--- config.mk ---
export PLATFORM = sky130hd
export DESIGN_NAME = pool_2x2_ctrl_flat
export DESIGN_NICKNAME = d
export VERILOG_FILES = /design/src/rtl/pool_pkg.sv /design/src/rtl/pool_2x2_ctrl_if.sv /design/src/rtl/pool_avg_2x2.sv /design/src/rtl/pool_2x2_ctrl.sv /design/src/flat_wrapper.sv
export SDC_FILE = /design/constraint.sdc
export NUM_CORES = 1
export LEC_CHECK = 0
export BUFFER_PORTS_ARGS = -buffer_cell sky130_fd_sc_hd__buf_2
export CAP_MARGIN = 5
export CORE_MARGIN = 4
export CORE_UTILIZATION = 55
export CTS_BUF_LIST = sky130_fd_sc_hd__clkbuf_2
export DETAILED_ROUTE_END_ITERATION = 12
export PLACE_DENSITY_LB_ADDON = 0.05
export SLEW_MARGIN = 20
export SYNTH_ARGS = -nofsm -noshare
export SYNTH_HDL_FRONTEND = slang
export SYNTH_SLANG_ARGS = --single-unit
--- constraint.sdc ---
create_clock -name clk -period 4.7 [get_ports clk]
set_input_delay 0.94 -clock clk [delete_from_list [all_inputs] [get_ports clk]]
set_output_delay 0.94 -clock clk [all_outputs]
set_load 0.02 [all_outputs]
--- src/rtl/pool_pkg.sv ---
// Shared types for the 2x2 average-pooling sequencer: pixel format,
// accumulator width and FSM state encoding.
package pool_pkg;

    localparam int PIX_W = 16;
    localparam int SUM_W = 18;

    typedef logic signed [PIX_W-1:0] pixel_t;

    typedef enum logic [2:0] {
        ST_IDLE,
        ST_RD,
        ST_LAST,
        ST_WR,
        ST_DONE
    } pool_state_t;

endpackage

--- src/rtl/pool_2x2_ctrl_if.sv ---
// Memory-side bus of the pooling sequencer: a read port to the input
// feature map and a write port to the pooled output map.
interface pool_2x2_ctrl_if
    import pool_pkg::*;
#(
    parameter int RD_AW = 10,
    parameter int WR_AW = 8
);

    logic             rd_en;
    logic [RD_AW-1:0] rd_addr;
    pixel_t           rd_data;
    logic             wr_en;
    logic [WR_AW-1:0] wr_addr;
    pixel_t           wr_data;

    modport master (
        output rd_en, rd_addr, wr_en, wr_addr, wr_data,
        input  rd_data
    );

    modport slave (
        input  rd_en, rd_addr, wr_en, wr_addr, wr_data,
        output rd_data
    );

endinterface

--- src/rtl/pool_avg_2x2.sv ---
// Combinational 2x2 average: sum of four signed pixels, arithmetic shift
// right by two (rounds toward minus infinity).
module pool_avg_2x2
    import pool_pkg::*;
(
    input  pixel_t pix [4],
    output pixel_t avg
);

    logic signed [SUM_W-1:0] sext [4];
    logic signed [SUM_W-1:0] sum;

    genvar gi;
    generate
        for (gi = 0; gi < 4; gi++) begin : g_sext
            assign sext[gi] = {{(SUM_W - PIX_W){pix[gi][PIX_W-1]}}, pix[gi]};
        end
    endgenerate

    // Four 16-bit values fit in 18 bits, so the sum cannot wrap.
    assign sum = sext[0] + sext[1] + sext[2] + sext[3];
    assign avg = pixel_t'(sum >>> 2);

endmodule

--- src/rtl/pool_2x2_ctrl.sv ---
// Raster-order 2x2 stride-2 average-pooling sequencer: four reads, one
// capture-only cycle and one write per window, then a one-cycle done pulse.
module pool_2x2_ctrl
    import pool_pkg::*;
#(
    parameter int N     = 28,
    parameter int RD_AW = $clog2(N * N),
    parameter int WR_AW = ((N / 2) * (N / 2) > 1) ? $clog2((N / 2) * (N / 2)) : 1
) (
    input  logic            clk,
    input  logic            rst,
    input  logic            start,
    output logic            busy,
    output logic            done,
    pool_2x2_ctrl_if.master mem
);

    localparam int M  = N / 2;
    localparam int CW = (M > 1) ? $clog2(M) : 1;
    localparam logic [CW-1:0] LAST_IDX = CW'(M - 1);

    generate
        if (N < 2) begin : g_bad_n
            $error("pool_2x2_ctrl: N must be at least 2");
        end
    endgenerate

    pool_state_t   state_reg, state_next;
    logic [CW-1:0] r_reg, r_next;
    logic [CW-1:0] c_reg, c_next;
    logic [1:0]    k_reg, k_next;
    logic          cap_en;
    logic [1:0]    cap_idx;
    pixel_t        pix_w [4];
    pixel_t        avg;

    always_ff @(posedge clk) begin
        if (rst) begin
            state_reg <= ST_IDLE;
            r_reg     <= '0;
            c_reg     <= '0;
            k_reg     <= '0;
        end else begin
            state_reg <= state_next;
            r_reg     <= r_next;
            c_reg     <= c_next;
            k_reg     <= k_next;
        end
    end

    always_comb begin
        state_next  = state_reg;
        r_next      = r_reg;
        c_next      = c_reg;
        k_next      = k_reg;
        busy        = 1'b0;
        done        = 1'b0;
        cap_en      = 1'b0;
        cap_idx     = 2'd3;
        mem.rd_en   = 1'b0;
        mem.rd_addr = '0;
        mem.wr_en   = 1'b0;
        mem.wr_addr = '0;
        mem.wr_data = '0;

        case (state_reg)
            ST_IDLE: begin
                if (start) begin
                    r_next     = '0;
                    c_next     = '0;
                    k_next     = '0;
                    state_next = ST_RD;
                end
            end
            ST_RD: begin
                busy        = 1'b1;
                mem.rd_en   = 1'b1;
                mem.rd_addr = RD_AW'((2 * int'(r_reg) + int'(k_reg[1])) * N
                                     + 2 * int'(c_reg) + int'(k_reg[0]));
                // Data for the previous read arrives now (latency 1).
                cap_en      = (k_reg != 2'd0);
                cap_idx     = k_reg - 2'd1;
                k_next      = k_reg + 2'd1;
                if (k_reg == 2'd3) begin
                    state_next = ST_LAST;
                end
            end
            ST_LAST: begin
                busy       = 1'b1;
                cap_en     = 1'b1;
                cap_idx    = 2'd3;
                state_next = ST_WR;
            end
            ST_WR: begin
                busy        = 1'b1;
                mem.wr_en   = 1'b1;
                mem.wr_addr = WR_AW'(int'(r_reg) * M + int'(c_reg));
                mem.wr_data = avg;
                k_next      = '0;
                if (c_reg == LAST_IDX) begin
                    c_next = '0;
                    if (r_reg == LAST_IDX) begin
                        state_next = ST_DONE;
                    end else begin
                        r_next     = r_reg + CW'(1);
                        state_next = ST_RD;
                    end
                end else begin
                    c_next     = c_reg + CW'(1);
                    state_next = ST_RD;
                end
            end
            ST_DONE: begin
                done       = 1'b1;
                state_next = ST_IDLE;
            end
            default: begin
                state_next = ST_IDLE;
            end
        endcase
    end

    genvar gi;
    generate
        for (gi = 0; gi < 4; gi++) begin : g_cap
            pixel_t pix_reg;
            always_ff @(posedge clk) begin
                if (rst) begin
                    pix_reg <= '0;
                end else if (cap_en && cap_idx == 2'(gi)) begin
                    pix_reg <= mem.rd_data;
                end
            end
            assign pix_w[gi] = pix_reg;
        end
    endgenerate

    pool_avg_2x2 u_avg (
        .pix (pix_w),
        .avg (avg)
    );

endmodule

--- src/flat_wrapper.sv ---
// flat-port wrapper written by rule: the top's interface ports become plain ports
module pool_2x2_ctrl_flat import pool_pkg::*;
#(
    parameter int N     = 28,
    parameter int RD_AW = $clog2(N * N),
    parameter int WR_AW = ((N / 2) * (N / 2) > 1) ? $clog2((N / 2) * (N / 2)) : 1
)
  (clk, rst, start, busy, done, mem_rd_en, mem_rd_addr, mem_wr_en, mem_wr_addr, mem_wr_data, mem_rd_data);
  pool_2x2_ctrl_if #(.RD_AW(RD_AW), .WR_AW(WR_AW)) mem_i ();
  input  logic clk;
  input  logic rst;
  input  logic start;
  output logic busy;
  output logic done;
  output wire logic [$bits(mem_i.rd_en)-1:0] mem_rd_en;
  output wire logic [$bits(mem_i.rd_addr)-1:0] mem_rd_addr;
  output wire logic [$bits(mem_i.wr_en)-1:0] mem_wr_en;
  output wire logic [$bits(mem_i.wr_addr)-1:0] mem_wr_addr;
  output wire logic [$bits(mem_i.wr_data)-1:0] mem_wr_data;
  input wire logic [$bits(mem_i.rd_data)-1:0] mem_rd_data;
  assign mem_rd_en = mem_i.rd_en;
  assign mem_rd_addr = mem_i.rd_addr;
  assign mem_wr_en = mem_i.wr_en;
  assign mem_wr_addr = mem_i.wr_addr;
  assign mem_wr_data = mem_i.wr_data;
  assign mem_i.rd_data = mem_rd_data;
  pool_2x2_ctrl #(.N(N), .RD_AW(RD_AW), .WR_AW(WR_AW)) u_core (.clk(clk), .rst(rst), .start(start), .busy(busy), .done(done), .mem(mem_i));
endmodule
* Word-level counts from Yosys, hierarchy flattened
Cells that the tools add are included.
** Word-level totals
- Register bits :: 77
- Input port bits :: 19
- Output and inout port bits :: 38
- Word-level logic and storage cells :: 71
** Cells by class
- Add/subtract/negate cells :: 11
- Multipliers :: 2
- Equal/unequal tests :: 14
- Mux-type cells :: 22
- Reductions and logical operators :: 14
** Operators by type and width (number)
- 32-bit by 4-bit multiplier with 8-bit output, second input constant :: 1
- 17-bit by 16-bit adder with 18-bit output :: 1
- 18-bit by 16-bit adder with 18-bit output :: 1
- 16-bit by 16-bit adder with 17-bit output :: 1
- 16-bit 2-to-1 mux :: 1
- 4-bit 2-to-1 mux :: 4
- 4-bit one-hot mux with 2 select lines :: 2
- 3-bit 2-to-1 mux :: 4
- 3-bit one-hot mux with 4 select lines :: 1
- 10-bit by 2-bit adder with 10-bit output :: 1
- 10-bit by 6-bit adder with 10-bit output :: 1
- 10-bit 2-to-1 mux :: 1
- 4-bit by 1-bit adder with 4-bit output, second input constant :: 2
- 8-bit by 5-bit adder with 8-bit output :: 1
- 4-bit equality test, second input constant :: 2
- 8-bit 2-to-1 mux :: 1
- 4-bit by 3-bit multiplier with 7-bit output, second input constant :: 1
- 5-bit by 1-bit adder with 6-bit output :: 1
- 2-bit equality test, second input constant :: 3
- 3-bit by 2-bit equality test with 1-bit output, second input constant :: 2
- 2-bit one-hot mux with 3 select lines :: 1
- 2-bit AND reduction :: 3
- 1-bit logical AND :: 4
- 1-bit 2-to-1 mux :: 4
- other kinds (15) :: 19

* Depth between registers and ports, before layout
Gate-level depths: netlist (run 1).
- Depth in word-level cells :: 5
- Gate-level depth with buffers :: 11

* By module
A second synthesis (run 1) with hierarchy kept.
** Second synthesis, totals
- Cell total of the unflattened synthesis :: 660
- Area total of the unflattened synthesis :: 5731.7 um^2
** By module, submodules not included
- pool_2x2_ctrl :: instances 1, cells each 435, area each 3982.6 um^2
- pool_avg_2x2 :: instances 1, cells each 225, area each 1749.2 um^2

* Worst setup path before layout (run 1)
Ideal clock, no wire load.
- Kind :: reg-to-output
- From :: register u_core.g_cap[3].pix_reg[1]
- To :: output mem_wr_data[15]
- Arrival :: 3.435 ns
- Required time :: 3.760 ns
- Setup slack :: 0.325 ns
- Cell stages (with the launch flop) :: 12
- Path buffers :: 0
- Path through :: dfxtp_1 > inv_1 > fa_1 > fa_1 > nor3b_1 > inv_1 > fa_1 > nand2b_1 > a211oi_1 > o211ai_1 > a21oi_1 > mux2i_1
** On the way
- Word-level cells in the longest chain between the ends :: 2
** Ends and longest elaborated chain
- start: declaration :: RTL line pool_2x2_ctrl.sv:126 : pixel_t pix_reg;
- start signal: assignment :: RTL line pool_2x2_ctrl.sv:131 : pix_reg <= mem.rd_data;
- 18-bit by 16-bit adder with 18-bit output :: RTL line pool_avg_2x2.sv:21 : assign sum = sext[0] + sext[1] + sext[2] + sext[3];
- 16-bit 2-to-1 mux :: RTL line pool_2x2_ctrl.sv:66 : case (state_reg)
- end: declaration :: RTL line flat_wrapper.sv:19 : output wire logic [$bits(mem_i.wr_data)-1:0] mem_wr_data;
No other way between the ends.

* Worst setup path in the final report (run 1)
- From :: register u_core.g_cap[1].pix_reg[1]
- To :: output mem_wr_data[11]
** On the way
- Word-level cells in the longest chain between the ends :: 4
** Ends and longest elaborated chain (RTL line)
- start: declaration :: pool_2x2_ctrl.sv:126
- start signal: assignment :: pool_2x2_ctrl.sv:131
- 16-bit by 16-bit adder with 17-bit output :: pool_avg_2x2.sv:21
- 17-bit by 16-bit adder with 18-bit output :: pool_avg_2x2.sv:21
- 18-bit by 16-bit adder with 18-bit output :: pool_avg_2x2.sv:21
- 16-bit 2-to-1 mux :: pool_2x2_ctrl.sv:66
No other way between the ends.

==> flow_metrics.py, run 1 <==
metrics = {
    "worst_setup_path": {
        "crit_type": "register to output port",
        "cp.arrival_ns": 3.88,
        "r2r_start": "u_core.k_reg[0]$_SDFFE_PP0P_",
        "crit_start": "u_core.g_cap[1].pix_reg[1]$_SDFFE_PP0P_",
        "critPathMaxFanout": 4,
        "regToRegEndpoint": "u_core.g_cap[3].pix_reg[12]$_SDFFE_PP0P_",
        "crit_chain": "inv_2 > fa_1 > fa_1 > nor3b_2 > inv_1 > fa_2 > nand2b_4 > a211oi_4 > o211ai_1 > buf_4 > a21o_1 > a21oi_2 > buf_6",
        "critPathTopFamily": "adder cells",
        "cp.depth": 13,
        "ff2ff_setup_slack_ns": 2.04,
        "cp-start-kind": "register",
        "cp_slowest_stage_delay_ns": 0.56,
        "required_ns": 3.76,
        "r2r_cells": 8,
        "crit_buf_inv": 4,
        "crit_top_cell": "fa_1",
        "crit_slowest_cell": "fa_1",
        "cp-end-kind": "output port",
        "crit_end": "mem_wr_data[11]",
    },
    "sta": {
        "tightestPinTransition_ns": 0.946,
        "fin_crit_sh_pct": 103,
        "final_hold_viol_count": 0,
        "tns_ns": -0.377,
        "setup_slack_ns": -0.123,
        "fmax_mhz": 207,
        "clock_skew_ns": 0.0442,
        "setup_violations": 5,
        "drv_slew": 0,
        "hold_slack_ns": 0.470,
        "slew_headroom_pct": 36.9,
        "rsz0062_at_grt": "true",
        "min_period_ns": 4.82,
    },
    "layout": {
        "final_core_util_pct": 64.9,
        "instances_no_fill": 912,
        "design_area_um2": 6700,
        "antennaDiodeCount": 0,
        "drive_above_1_share_pct": 20.5,
        "fin_nets": 874,
        "largest_register_ffs": 64,
        "synthToLayoutAreaGrowth_pct": 14.9,
    },
    "floorplanning": {
        "die_area_um2": 12300,
        "start_util_pct": 56.5,
        "io-pin-count": 57,
        "core_um2": 10300,
        "rows": 37,
        "fp.dieW_um": 111,
        "die_y_um": 111,
    },
    "placed_design": {
        "postPlaceCellArea_um2": 6200,
        "dp_hpwl_um": 9940,
        "place_inst": 885,
        "gp_congestion": 0.885,
        "port_buffers": 56,
        "place_ws_ns": 0.0821,
    },
    "drt": {
        "final_antenna_net_count": 0,
        "dr.first_iter.drc_count": 236,
        "firstDrtPassIters": 5,
        "drc_errors": 0,
        "avgRoutedWirePerCell_um": 15.1,
        "vias": 4929,
        "viasPerCell": 5.40,
        "routed_wirelength_um": 13800,
    },
    "status": {
        "status": "finished, violations left",
        "violations": "setup timing",
    },
    "power": {
        "powerDensity_nw_per_um2": 173,
        "ir_drop_mv": 0.124,
        "leakage_nw": 2.98,
        "power_mw": 1.16,
    },
    "synthesis": {
        "netlist_instances": 712,
        "ys_types": 52,
        "ys.flop_type": "dfxtp_1",
        "yosysTopAreaCell": "dfxtp_1",
        "yosysWarnings": 0,
        "synth_commonest_cells": "120 x inv_1, 78 x nor2_1, 77 x dfxtp_1, 63 x nand2_1, 59 x a21oi_1",
        "avgSynthCellArea_um2": 8.19,
        "synth_edf_count": 0,
        "yosysMostFrequentCell": "inv_1",
        "synth_top_area_share_pct": 26.4,
        "synth_nets": 815,
        "yosys_register_bits": 77,
        "synthTopCellsByArea": "dfxtp_1 26%, fa_1 14%, ha_1 9.0%",
        "async_flop_share_pct": 0,
        "synthesis.area_um2": 5830,
        "synth_seq_area_share_pct": 26.4,
    },
    "hold_path": {
        "hold_path_class": "register to register",
        "hold_depth": 2,
    },
    "flow_run": {
        "drv_cap": 0,
    },
    "grt": {
        "grt_max_degree": 49,
        "grt_antenna_before_repair": 0,
        "grtUsageTotal_pct": 22.9,
        "grt_pass1_vias": 4938,
        "grt_pass1_wl_um": 23200,
        "grt_overflow_total": 0,
    },
    "cts": {
        "path_clk_slew_ns": 0.24,
        "cts_root_buffer": "clkbuf_2",
        "htreeDepth": 3,
        "clkSinkCount": 77,
        "cts_tree": "built",
        "cts.path.max_buffers": 2,
        "cts_buffers": 9,
        "clkLatencyLatePin_ns": 0.55,
    },
}
power breakdown:
| part | internal, mW | switching [mW] | leakage, nW | total, mW |
|---|---|---|---|---|
| clock | 0.125 | 0.255 | 0.0720 | 0.380 |
| sequential | 0.662 | 0.00638 | 0.632 | 0.668 |
| combinational | 0.0400 | 0.0736 | 2.27 | 0.114 |
logic make-up (layout without fill, tap and decap cells):
| group | count (synthesis) | after routing | share of synthesized area, % |
|---|---|---|---|
| flip-flops | 77 | 77 | 26.4 |
| XOR/XNOR | 17 | 17 | 2.55 |
| multiplexers | 34 | 34 | 5.84 |
| buffers and inverters | 145 | 209 | 9.94 |
| adder cells (fa/ha/maj) | 84 | 84 | 23.4 |
| AND/OR/NAND/NOR | 217 | 217 | 17.5 |
| AO/OA/AOI/OAI | 138 | 138 | 14.3 |
worst min-delay path by stage:
stage	slack [ns]	endpoint	startpoint
floorplan	0.44	u_core.g_cap[2].pix_reg[0]$_SDFFE_PP0P_	u_core.g_cap[2].pix_reg[0]$_SDFFE_PP0P_
global placement	0.44	u_core.g_cap[2].pix_reg[2]$_SDFFE_PP0P_	u_core.g_cap[2].pix_reg[2]$_SDFFE_PP0P_
detailed placement	0.45	u_core.g_cap[2].pix_reg[5]$_SDFFE_PP0P_	u_core.g_cap[2].pix_reg[5]$_SDFFE_PP0P_
CTS	0.47	u_core.g_cap[2].pix_reg[15]$_SDFFE_PP0P_	u_core.g_cap[2].pix_reg[15]$_SDFFE_PP0P_
global route	0.49	u_core.g_cap[2].pix_reg[5]$_SDFFE_PP0P_	u_core.g_cap[2].pix_reg[5]$_SDFFE_PP0P_
finish	0.47	u_core.g_cap[2].pix_reg[5]$_SDFFE_PP0P_	u_core.g_cap[2].pix_reg[5]$_SDFFE_PP0P_
worst register-to-register path, cell delays in order (launching register included):
cell and delay, ns:
dfxtp_1 0.49, inv_1 0.15, ha_1 0.42, nor2_1 0.22
a21oi_1 0.09, buf_4 0.21, nor2_2 0.74, nand2_1 0.13
a21oi_1 0.17
area by class of cell:
class                           count  area, um2
Multi-Input combinational cell    490       3940
Fill cell                         904       3620
Sequential cell                    77       1570
Inverter                          120        450
Timing Repair Buffer               73        447
Tap cell                          136        170
Clock inverter                      7       72.6
Clock buffer                        9       45.0
what timing repair did:
| item | CTS | global route |
|---|---|---|
| endpoints found under the hold margin | 0 | 0 |
| hold buffers | 0 | 0 |
| pin swaps | 10 | 14 |
| resized for setup | 33 | 57 |
| setup endpoints to repair | 13 | 14 |
| buffers inserted | 7 | 5 |
metal layers:
metal / share of wire (%) / global-route usage (%)
met2: 49 / 38.6
met4: 1.8 / 6.65
met1: 44 / 30.0
met5: 0 / 0
met3: 5.1 / 4.20
placed cells by master (no fill, tap or decap), drive strengths merged, types with 12 or more instances in the layout:
| cell | Yosys | layout |
|---|---|---|
| dfxtp | 77 | 77 |
| a21oi | 59 | 59 |
| mux2i | 34 | 34 |
| nand2 | 63 | 63 |
| nand3 | 17 | 17 |
| nor3 | 12 | 12 |
| fa | 42 | 42 |
| inv | 120 | 122 |
| nor2 | 79 | 79 |
| ha | 42 | 42 |
| o21ai | 29 | 29 |
| buf | 8 | 73 |
Power figures use the tool's default switching activity.
==> run 2, diff against run 1 <==
--- a/config.mk
+++ b/config.mk
@@ -5,10 +5,12 @@
 export SDC_FILE = /design/constraint.sdc
 export NUM_CORES = 1
 export LEC_CHECK = 0
+export ABC_AREA = 1
 export BUFFER_PORTS_ARGS = -buffer_cell sky130_fd_sc_hd__buf_2
 export CAP_MARGIN = 5
-export CORE_MARGIN = 4
-export CORE_UTILIZATION = 55
+export CELL_PAD_IN_SITES_DETAIL_PLACEMENT = 1
+export CELL_PAD_IN_SITES_GLOBAL_PLACEMENT = 2
+export CORE_UTILIZATION = 36
 export CTS_BUF_LIST = sky130_fd_sc_hd__clkbuf_2
 export DETAILED_ROUTE_END_ITERATION = 12
 export PLACE_DENSITY_LB_ADDON = 0.05
==> run 2 against run 1 <==
Compared with the run above:
- the run now ends clean
- via count up 2.3%
- final area down 4.6%
- setup slack better by 0.37 ns
- global-route usage down 3.8 points
- clock skew down 0.010 ns
- clock power up 26%
- total power up 25%
- fmax up 8.3%
- sequential share of layout area up 0.70 points
- critical path type unchanged
- largest cell class unchanged
==> flow_metrics.py, run 2 <==
metrics = {
    "layout": {
        "mostFrequentLayoutCell": "inv_1",
        "layout_common_cells": "170 x inv_1, 111 x nand2_1, 97 x a21oi_1",
        "instances_no_fill": 1051,
        "largest_register_ffs": 64,
        "drive_above_1_share_pct": 12.0,
        "synthToLayoutAreaGrowth_pct": 10.2,
        "design_area_um2": 6390,
        "final_core_util_pct": 40.4,
        "n_fill_cell": 2030,
        "fin_nets": 932,
    },
    "floorplanning": {
        "die_area_um2": 16600,
        "rows": 46,
        "start_util_pct": 36.6,
        "core_um2": 15800,
        "fp.dieW_um": 129,
        "die_y_um": 129,
        "io-pin-count": 57,
    },
    "sta": {
        "rsz0062_at_grt": "true",
        "setup_violations": 0,
        "setup_slack_ns": 0.246,
        "final_hold_viol_count": 0,
        "fin_crit_sh_pct": 94.8,
        "tightestPinTransition_ns": 0.711,
        "clock_skew_ns": 0.0342,
        "drv_slew": 0,
        "min_period_ns": 4.45,
        "slew_headroom_pct": 52.6,
        "fmax_mhz": 224,
    },
    "drt": {
        "dr.first_iter.drc_count": 127,
        "viasPerCell": 4.80,
        "avgRoutedWirePerCell_um": 14.1,
        "final_antenna_net_count": 0,
        "drc_errors": 0,
        "routed_wirelength_um": 14800,
        "firstDrtPassIters": 4,
        "vias": 5043,
    },
    "synthesis": {
        "async_flop_share_pct": 0,
        "avgSynthCellArea_um2": 7.40,
        "synthesis.area_um2": 5800,
        "ys.flop_type": "dfxtp_1",
        "synth_seq_area_share_pct": 26.6,
        "ys_types": 40,
        "synth_top_area_share_pct": 26.6,
        "synthTopCellsByArea": "dfxtp_1 27%, fa_1 15%, inv_1 11%",
        "synth_edf_count": 0,
        "synth_commonest_cells": "170 x inv_1, 113 x nand2_1, 97 x a21oi_1, 77 x dfxtp_1, 59 x nor2_1",
        "yosysTopAreaCell": "dfxtp_1",
        "synth_nets": 886,
        "yosys_register_bits": 77,
        "yosysMostFrequentCell": "inv_1",
        "netlist_instances": 783,
        "yosysWarnings": 0,
    },
    "cts": {
        "clkLatencyLatePin_ns": 0.55,
        "cts_buffers": 9,
        "htreeDepth": 3,
        "cts.path.max_buffers": 2,
        "ctsHoldBuffers": 0,
        "path_clk_slew_ns": 0.22,
        "clkSinkCount": 77,
        "cts_tree": "built",
        "cts_root_buffer": "clkbuf_2",
        "post-cts-setup-buffer-count": 0,
    },
    "worst_setup_path": {
        "cp-end-kind": "output port",
        "required_ns": 3.76,
        "crit_type": "register to output port",
        "crit_slowest_cell": "fa_1",
        "critPathMaxFanout": 5,
        "cp.arrival_ns": 3.51,
        "crit_chain": "inv_1 > fa_1 > fa_1 > inv_1 > ha_1 > nand2_1 > inv_1 > a21oi_1 > nor2_1 > nor2_1 > a21oi_1 > nor2_1 > buf_2",
        "cp-start-kind": "register",
        "cp_slowest_stage_delay_ns": 0.59,
    },
    "status": {
        "status": "finished, final reports clean",
    },
    "power": {
        "power_mw": 1.45,
        "leakage_nw": 2.95,
        "powerDensity_nw_per_um2": 227,
        "ir_drop_mv": 0.144,
    },
    "placed_design": {
        "port_buffers": 56,
        "place_ws_ns": 0.638,
        "dp_hpwl_um": 11900,
        "gp_congestion": 0.791,
        "place_inst": 1034,
        "postPlaceCellArea_um2": 6210,
    },
    "grt": {
        "met2_usage_pct": 30.5,
        "busiest_layer": "met2",
        "grt_pass1_vias": 5110,
        "grt_max_degree": 52,
        "grt_pass1_wl_um": 25000,
        "grt_antenna_before_repair": 1,
        "grt_use_met1_pct": 27.3,
        "grt_use_met3_pct": 1.29,
        "grtUsageTotal_pct": 19.1,
        "grt_overflow_total": 0,
    },
    "flow_run": {
        "drv_cap": 0,
    },
    "hold_path": {
        "hold_path_class": "register to register",
    },
}
==> run 2: cell count changes after synthesis, moves of 19 or more <==
cell,previous run,this run
o21ai_1,0,25
a21oi_1,59,97
inv_1,120,170
mux2i_1,34,0
nor2_1,78,59
nand2_1,63,113
o21ai_0,29,52
==> run 2: area by class of cell <==
cell class	instances	area, um2	share of cell area, %
clock buffer	10	50.0	0.783
multi-input combinational	510	3460	54.2
tap	216	270	4.23
timing repair buffer	59	308	4.82
clock inverter	6	110	1.72
inverter	172	646	10.1
antenna	1	2.50	0.0392
sequential	77	1540	24.1
==> run 2: timing repair <==
action / 4_1_cts / 5_1_grt
endpoints found under the hold margin: 0 / 0
resized for setup: 2 / 8
setup endpoints to repair: 5 / 10
==> run 2: final timing paths <==
path / from / to / slack, ns / cells past startpoint
hold / removal: u_core.g_cap[0].pix_reg[0]$_SDFFE_PP0P_ / u_core.g_cap[0].pix_reg[0]$_SDFFE_PP0P_ / 0.49 / 2
setup / recovery: u_core.g_cap[3].pix_reg[9]$_SDFFE_PP0P_ / mem_wr_data[12] / 0.25 / 13
hold reg to reg: u_core.g_cap[0].pix_reg[0]$_SDFFE_PP0P_ / u_core.g_cap[0].pix_reg[0]$_SDFFE_PP0P_ / 0.49 / 2
setup reg to reg: u_core.k_reg[1]$_SDFFE_PP0P_ / u_core.g_cap[2].pix_reg[2]$_SDFFE_PP0P_ / 2.44 / 6
==> run 2: cell families after synthesis <==
logic type / count (synthesis) / share of synthesized area [%]
XOR/XNOR: 11 / 1.66
AO/OA/AOI/OAI: 190 / 17.3
flip-flops: 77 / 26.6
buffers and inverters: 196 / 14.0
adder cells (fa/ha/maj): 84 / 23.6
AND/OR/NAND/NOR: 225 / 16.9
==> run 2: critical path: cells and delay by family (launching register included) <==
| family | cells | cell delay [ns] |
|---|---|---|
| adder cells (fa/ha/maj) | 3 | 1.47 |
| AND/OR/NAND/NOR | 4 | 0.49 |
| flip-flops | 1 | 0.36 |
| buffers and inverters | 4 | 0.35 |
| AO/OA/AOI/OAI | 2 | 0.29 |
==> run 2: report_power, final <==
part,switching (mW),internal [mW],total (mW)
clock network,0.249,0.231,0.480
logic,0.189,0.0924,0.281
registers,0.0110,0.680,0.691
==> run 2: metrics by stage <==
| stage | hold WS [ns] | TNS (ns) |
|---|---|---|
| 6_report | 0.492 | 0 |
| 4_1_cts | 0.479 | 0 |
| 2_1_floorplan | 0.430 | 0 |
| 5_1_grt | 0.527 | -0.0956 |
| 3_5_place_dp | 0.455 | 0 |
| 3_3_place_gp | 0.447 | 0 |
==> run 2: per-layer routing <==
metal  wire length, um  share of wire, %
met5                 0                 0
met4               189               1.3
met3               253               1.7
met2              6630                45
met1              7730                52
